===== config.mk =====
export PLATFORM = sky130hd
export DESIGN_NAME = md_issue_ctrl
export DESIGN_NICKNAME = d
export VERILOG_FILES = /design/src/rtl/md_issue_ctrl.sv
export SDC_FILE = /design/constraint.sdc
export NUM_CORES = 1
export LEC_CHECK = 0
export ABC_AREA = 1
export CORE_MARGIN = 1
export CORE_UTILIZATION = 41
export DETAILED_ROUTE_END_ITERATION = 12
export PLACE_DENSITY = 0.81
export SLEW_MARGIN = 30
export SYNTH_ARGS = -nofsm -noshare
export SYNTH_HDL_FRONTEND = slang
export SYNTH_SLANG_ARGS = --single-unit

===== constraint.sdc =====
create_clock -name clk -period 2.75 [get_ports clk]
set_input_delay 0.825 -clock clk [delete_from_list [all_inputs] [get_ports clk]]
set_output_delay 0.825 -clock clk [all_outputs]
set_load 0.02 [all_outputs]

===== src/rtl/md_issue_ctrl.sv =====
// Execute-stage issue controller for the mul_div unit: launches mult/div ops,
// tracks Busy, owns the architectural HI/LO registers and stalls F/D/E while an MD op must wait.
module md_issue_ctrl #(
  parameter int WIDTH    = 32,
  parameter int MAX_WAIT = 16
) (
  input  logic             clk,
  input  logic             reset,
  input  logic             req_valid,
  input  logic [3:0]       req_op,
  input  logic [WIDTH-1:0] req_rs,
  input  logic [WIDTH-1:0] req_rt,
  input  logic             flush,
  output logic             stall,
  output logic             md_start,
  output logic [2:0]       md_op,
  output logic [WIDTH-1:0] md_a,
  output logic [WIDTH-1:0] md_b,
  input  logic             md_busy,
  input  logic [WIDTH-1:0] md_hi,
  input  logic [WIDTH-1:0] md_lo,
  output logic [WIDTH-1:0] rd_data,
  output logic             timeout
);

  localparam int CNT_W = $clog2(MAX_WAIT + 1);

  typedef enum logic {IDLE, RUN} state_t;

  state_t             state;
  logic [WIDTH-1:0]   hi_q, lo_q;
  logic               busy_seen;
  logic [CNT_W-1:0]   wait_cnt;

  logic acc, is_md, done, expired;

  assign acc     = req_valid & ~flush & (req_op >= 4'd1) & (req_op <= 4'd8);
  assign is_md   = acc & (req_op <= 4'd4);
  // Busy must have been observed high first, so a late-rising Busy is not taken as done.
  assign done    = ~md_busy & busy_seen;
  assign expired = (wait_cnt == CNT_W'(MAX_WAIT - 1));

  assign md_a = req_rs;
  assign md_b = req_rt;

  always_comb begin
    stall    = 1'b0;
    md_start = 1'b0;
    md_op    = 3'd0;
    rd_data  = '0;
    if (state == RUN) begin
      stall = acc;
    end else begin
      md_start = is_md;
      if (is_md) md_op = req_op[2:0];
      if (acc && req_op == 4'd5) rd_data = hi_q;
      if (acc && req_op == 4'd6) rd_data = lo_q;
    end
  end

  always_ff @(posedge clk or negedge reset) begin
    if (!reset) begin
      state     <= IDLE;
      hi_q      <= '0;
      lo_q      <= '0;
      busy_seen <= 1'b0;
      wait_cnt  <= '0;
      timeout   <= 1'b0;
    end else begin
      case (state)
        IDLE: begin
          if (is_md) begin
            state     <= RUN;
            busy_seen <= 1'b0;
            wait_cnt  <= '0;
          end else if (acc && req_op == 4'd7) begin
            hi_q <= req_rs;
          end else if (acc && req_op == 4'd8) begin
            lo_q <= req_rs;
          end
        end
        RUN: begin
          if (md_busy) busy_seen <= 1'b1;
          wait_cnt <= wait_cnt + 1'b1;
          if (done) begin
            hi_q  <= md_hi;
            lo_q  <= md_lo;
            state <= IDLE;
          end else if (expired) begin
            timeout <= 1'b1;
            state   <= IDLE;
          end
        end
        default: state <= IDLE;
      endcase
    end
  end

endmodule


==> flow_summary.json, run 1 <==
{
  "worstSetupPathType": "in2out",
  "htree_levels": 3,
  "first_global_vias": 5094,
  "cts_tree": "built",
  "yosysTopAreaCell": "dfrtp_1",
  "cpLargestDelayFamily": "buffers and inverters",
  "dp.cells": 928,
  "grt_setup_unrepaired": "yes",
  "outcome": "finished with violations",
  "syn_nets": 842,
  "clkLatencyLatePin_ps": 320,
  "syn-mean-instance-area_um2": 6.870,
  "cp_num_buf_inv": 5,
  "synth_top_area_share_pct": 37.31,
  "finClkSkew_ps": 5.053,
  "setup_viol": 36,
  "cts_made_buffers": 9,
  "core_um2": 11470,
  "crit_required_ps": 1930,
  "dr.pass1.iters": 5,
  "drt_iter0_markers": 396,
  "yosys_warnings": 0,
  "irDropWorstVdd_mv": 0.3366,
  "routedWlPerCell_um": 18.47,
  "synthCells": 703,
  "viasPerCell": 5.605,
  "remaining_drc_errors": 0,
  "path_max_fanout": 8,
  "power_density_nw_per_um2": 615.7,
  "leakagePower_uw": 0.003709,
  "max-cap-violations": 0,
  "totalWireLength_mm": 18.02,
  "start_util_pct": 42.12,
  "ctsLongestPathBuffers": 2,
  "synth_cell_types": 20,
  "dp_slack_ps": -1004,
  "min_period_ps": 2853,
  "final_nets": 967,
  "dp_hpwl_mm": 9.423,
  "design.die.area_um2": 12220,
  "startpoint_type": "input port",
  "antenna_left": 0,
  "worstReg2RegEnd": "lo_q[24]",
  "layout_setup_ws_ps": -102.9,
  "period_share_pct": 103.7,
  "syn2layout_area_growth_pct": 58.13,
  "min_path_type": "in2async",
  "syn_area_um2": 4830,
  "grt_usage_pct": 26.72,
  "fillers": 939,
  "stdcell_count": 976,
  "grt_pass1_wl_mm": 25.94,
  "critPathArrivalTime_ps": 2030,
  "rows": 39,
  "reg2regPathDepth": 8,
  "via_count": 5470,
  "crit_chain": "buf_12, inv_8, nand2_8, nor3_4, buf_12, buf_12, nand4_1, a21oi_2, buf_6",
  "clk_pin_slew_worst_paths_ps": 60,
  "cts-hold-fix-buffers": 0,
  "clock-sinks": 72,
  "violations": "negative setup slack",
  "cp_slowest_cell": "nor3_4",
  "root_buffer": "clkbuf_16",
  "slew_headroom_pct": 67.09,
  "finalMaxSlewViolations": 0,
  "worst_pin_slew_ps": 493.6,
  "timing.hold.ws_ps": 456.8,
  "gp_congestion": 0.7501,
  "synth-seq-cells": 72,
  "die_h_um": 110.5,
  "antennaDiodeCount": 0,
  "antenna_found_initial": 0,
  "ioPinCount": 239,
  "io_buffers": 174,
  "cp_common_cell": "buf_12",
  "critical_path_depth": 9,
  "grt_max_degree": 52,
  "synth_seq_area_share_pct": 37.31,
  "fmax_ghz": 0.3505,
  "r2r_slack_ps": 630,
  "final_layout_size_suffix_gt1_share_pct": 21.37,
  "hold_viol_final": 0,
  "critPathCaptureType": "output pin",
  "die_w_um": 110.5,
  "overflow": 0,
  "netlist_top_cells_area": "dfrtp_1, nand2_1, nand4_1",
  "r2r_start": "state",
  "max_stage_delay_ps": 210
}
## final cells by class
class | instances | area (um2) | share of cell area [%]
clock buffers | 11 | 252.7 | 3.309
flip-flops and latches | 72 | 1805 | 23.64
inverters | 11 | 53.80 | 0.7045
clock inverters | 5 | 31.28 | 0.4096
multi-input cells | 499 | 2520 | 32.99
repair buffers | 235 | 2795 | 36.60
well taps | 143 | 178.9 | 2.343
## power by group
group          total (uW)  internal [uW]  switching, uW  leakage [uW]
clock                1090            656            435      0.000141
combinational        1780            739           1040       0.00267
sequential           1830           1540            289      0.000903
total                4700           2930           1770       0.00371
## Yosys cell counts (all sizes together)
cell type	n
nand2	303
buf	103
nand4	97
dfrtp	72
nand3	40
a21oi	33
clkbuf	19
nor2	13
inv	11
o21ai	8
ha	2
nor3	1
o21bai	1
## registers in the layout (all words and copies together), names as in the netlist
register	flops
hi_q	32
state	1
timeout	1
wait_cnt	5
lo_q	32
busy_seen	1
## cell usage in the layout, fill, tap and decap left out, types with 3 or more instances in the layout
master and n:
buf_4 37, dlymetal6s2s_1 19, nand2_4 3, clkbuf_16 18, nand2_1 298, clkinv_2 3, buf_12 19, nand4_1 97
nor2_2 4, clkdlybuf4s50_1 109, nor2_4 4, nand3_1 38, dfrtp_1 71, nor2_1 5, inv_1 6, a21oi_2 32
buf_16 7, o21ai_0 5, buf_6 30
## per-layer routing
metal | up-vias | part of all wire, % | global-route usage (%)
met3 | 41 | 9.3 | 5.214
met5 | - | 0 | 0
met4 | 0 | 2.7 | 10.76
met2 | 301 | 48 | 44.60
li1 | 2553 | - | -
met1 | 2575 | 40 | 33.88
## through the flow
| step | instance area, um2 | power, uW | util [%] | setup TNS [ps] |
|---|---|---|---|---|
| floorplan | 4950 | 2867 | - | 0 |
| global placement | 6565 | 3397 | 57.25 | -40530 |
| detailed placement | 6565 | 3455 | 57.25 | -43380 |
| CTS | 7228 | 4627 | 63.03 | -4029 |
| global route | 7637 | 5022 | 66.60 | -4262 |
| finish | 7637 | 4703 | 66.60 | -2280 |
## what timing repair did
item / 4_1_cts / 5_1_grt
endpoints found under the setup margin: 39 / 56
cloned: 9 / 14
gates resized for setup: 255 / 65
buffers inserted: 13 / 2
pin swaps: 15 / 47
## how the worst max path moves through the flow
stage	to	startpoint	slack [ps]
after floorplan	rd_data[14]	req_op[1]	40
after global placement	rd_data[2]	req_op[1]	-980
after detailed placement	rd_data[0]	req_op[1]	-1000
after CTS	rd_data[6]	flush	-160
after global routing	rd_data[17]	req_op[3]	-150
final	rd_data[20]	req_op[3]	-100
## cell families (layout without fill, tap and decap cells)
group	after synthesis	count (layout)	synth area share, %
and+or+nand+nor	454	455	41.42
AOI/OAI and AO/OA	42	42	4.637
buffers and inverters	133	262	16.11
adders and majority gates	2	2	0.5181
DFF	72	72	37.31
Note: power is estimated with default switching activity, not from simulation.
==> run 2: changes to the inputs <==
- GPL_ROUTABILITY_DRIVEN: unset -> 0
- GPL_TIMING_DRIVEN: unset -> 0
==> flow_summary.json, run 2 (synthesis results as in run 1) <==
{
  "period_share_pct": 106.7,
  "cts_made_buffers": 9,
  "min_path_type": "in2async",
  "dr.pass1.iters": 5,
  "violations": "negative setup slack",
  "syn2layout_area_growth_pct": 69.22,
  "path_max_fanout": 10,
  "grt_usage_pct": 29.36,
  "startpoint_type": "input port",
  "clkLatencyLatePin_ps": 340,
  "reg.largest.list": "hi_q: 32 flops, lo_q: 32 flops, wait_cnt: 5 flops",
  "root_buffer": "clkbuf_16",
  "finalMaxSlewViolations": 0,
  "critPathArrivalTime_ps": 2110,
  "viasPerCell": 5.411,
  "io_buffers": 206,
  "reg2regPathDepth": 6,
  "setup_viol": 36,
  "max-cap-violations": 0,
  "dp_hpwl_mm": 12.29,
  "routedWlPerCell_um": 16.90,
  "finClkSkew_ps": 7.349,
  "via_count": 5952,
  "placed_area_um2": 7208,
  "final_layout_size_suffix_gt1_share_pct": 26.12,
  "grt_max_degree": 38,
  "start_util_pct": 42.12,
  "drt_iter0_markers": 538,
  "rows": 39,
  "layout_setup_ws_ps": -185.1,
  "grt_pass1_wl_mm": 28.47,
  "final_area_um2": 8173,
  "dp.cells": 1053,
  "worstSetupPathType": "in2out",
  "cts-hold-fix-buffers": 0,
  "ioPinCount": 239,
  "stdcell_count": 1100,
  "layout_common_cells": "nand2_1, clkdlybuf4s50_1, buf_4, nand4_1, dfrtp_1",
  "core_um2": 11470,
  "die_h_um": 110.5,
  "slew_headroom_pct": 51.02,
  "power_density_nw_per_um2": 624.6,
  "final_core_util_pct": 71.27,
  "antenna_left": 0,
  "crit_required_ps": 1930,
  "mostFrequentLayoutCell": "nand2_1",
  "first_global_vias": 5702,
  "fmax_ghz": 0.3407,
  "clock-sinks": 72,
  "worst_pin_slew_ps": 734.7,
  "irDropWorstVdd_mv": 0.4573,
  "design.die.area_um2": 12220,
  "die_w_um": 110.5,
  "antenna_found_initial": 0,
  "totalWireLength_mm": 18.59,
  "min_period_ps": 2935,
  "outcome": "finished with violations",
  "grt_setup_unrepaired": "yes",
  "final_nets": 1091,
  "clk_pin_slew_worst_paths_ps": 60,
  "ctsLongestPathBuffers": 2,
  "htree_levels": 3,
  "antennaDiodeCount": 0,
  "remaining_drc_errors": 0,
  "critPathCaptureType": "output pin",
  "cts_tree": "built",
  "overflow": 0,
  "leakagePower_uw": 0.003993,
  "hold_viol_final": 0
}
run 2: layout make-up:
cell class                      instances  area, um2
Fill cell                             887       3294
Multi-Input combinational cell        498       2461
Timing Repair Buffer                  239       2414
Sequential cell                        72       1802
Buffer                                121      927.1
Clock buffer                           11      242.7
Tap cell                              143      178.9
Clock inverter                          5      103.9
Inverter                               11      43.79
run 2: final timing paths:
path / slack, ps / end / start
setup / recovery: -190 / rd_data[9] / req_op[1]
hold / removal: 440 / lo_q[29] / reset
setup reg to reg: 850 / lo_q[20] / state
hold reg to reg: 480 / lo_q[16] / lo_q[16]
max in group asynchronous: 1740 / lo_q[9] / reset
min in group clk: 480 / lo_q[16] / lo_q[16]
run 2: worst max-delay path: stages:
cell,delay (ps)
buf_8,110
inv_2,120
nand2_1,130
nor2_4,200
clkbuf_4,240
nand4_1,160
a21oi_2,170
buf_4,150
run 2: per-stage QoR:
| stage | hold WS, ps | worst slack [ps] | power, uW | TNS, ps |
|---|---|---|---|---|
| after floorplan | 442.0 | 39.00 | 2867 | 0 |
| after global placement | 453.5 | -1582 | 3481 | -164350 |
| after CTS | 467.6 | -126.1 | 4988 | -2831 |
| after detailed placement | 458.5 | -1411 | 3550 | -50650 |
| final | 442.8 | -185.1 | 5105 | -4391 |
| after global routing | 476.8 | -224.0 | 5381 | -6032 |
run 2: metal layers:
metal  share of wire (%)  GRT usage [%]
met5                   0              0
met4                 3.6          12.53
met3                 9.9          6.476
met2                  49          49.81
met1                  37          35.80
run 2: report_power, final:
| group | total (uW) | switching (uW) | internal [uW] | leakage, uW |
|---|---|---|---|---|
| logic | 1890 | 1140 | 748 | 0.00292 |
| registers | 1830 | 291 | 1540 | 0.000904 |
| clock network | 1390 | 474 | 912 | 0.000170 |
| total | 5100 | 1910 | 3200 | 0.00399 |
run 2: what timing repair did:
item,4_1_cts,5_1_grt
buffers inserted,21,2
gates resized for setup,338,33
endpoints found under the setup margin,69,37
cloned,6,4
pin swaps,18,30
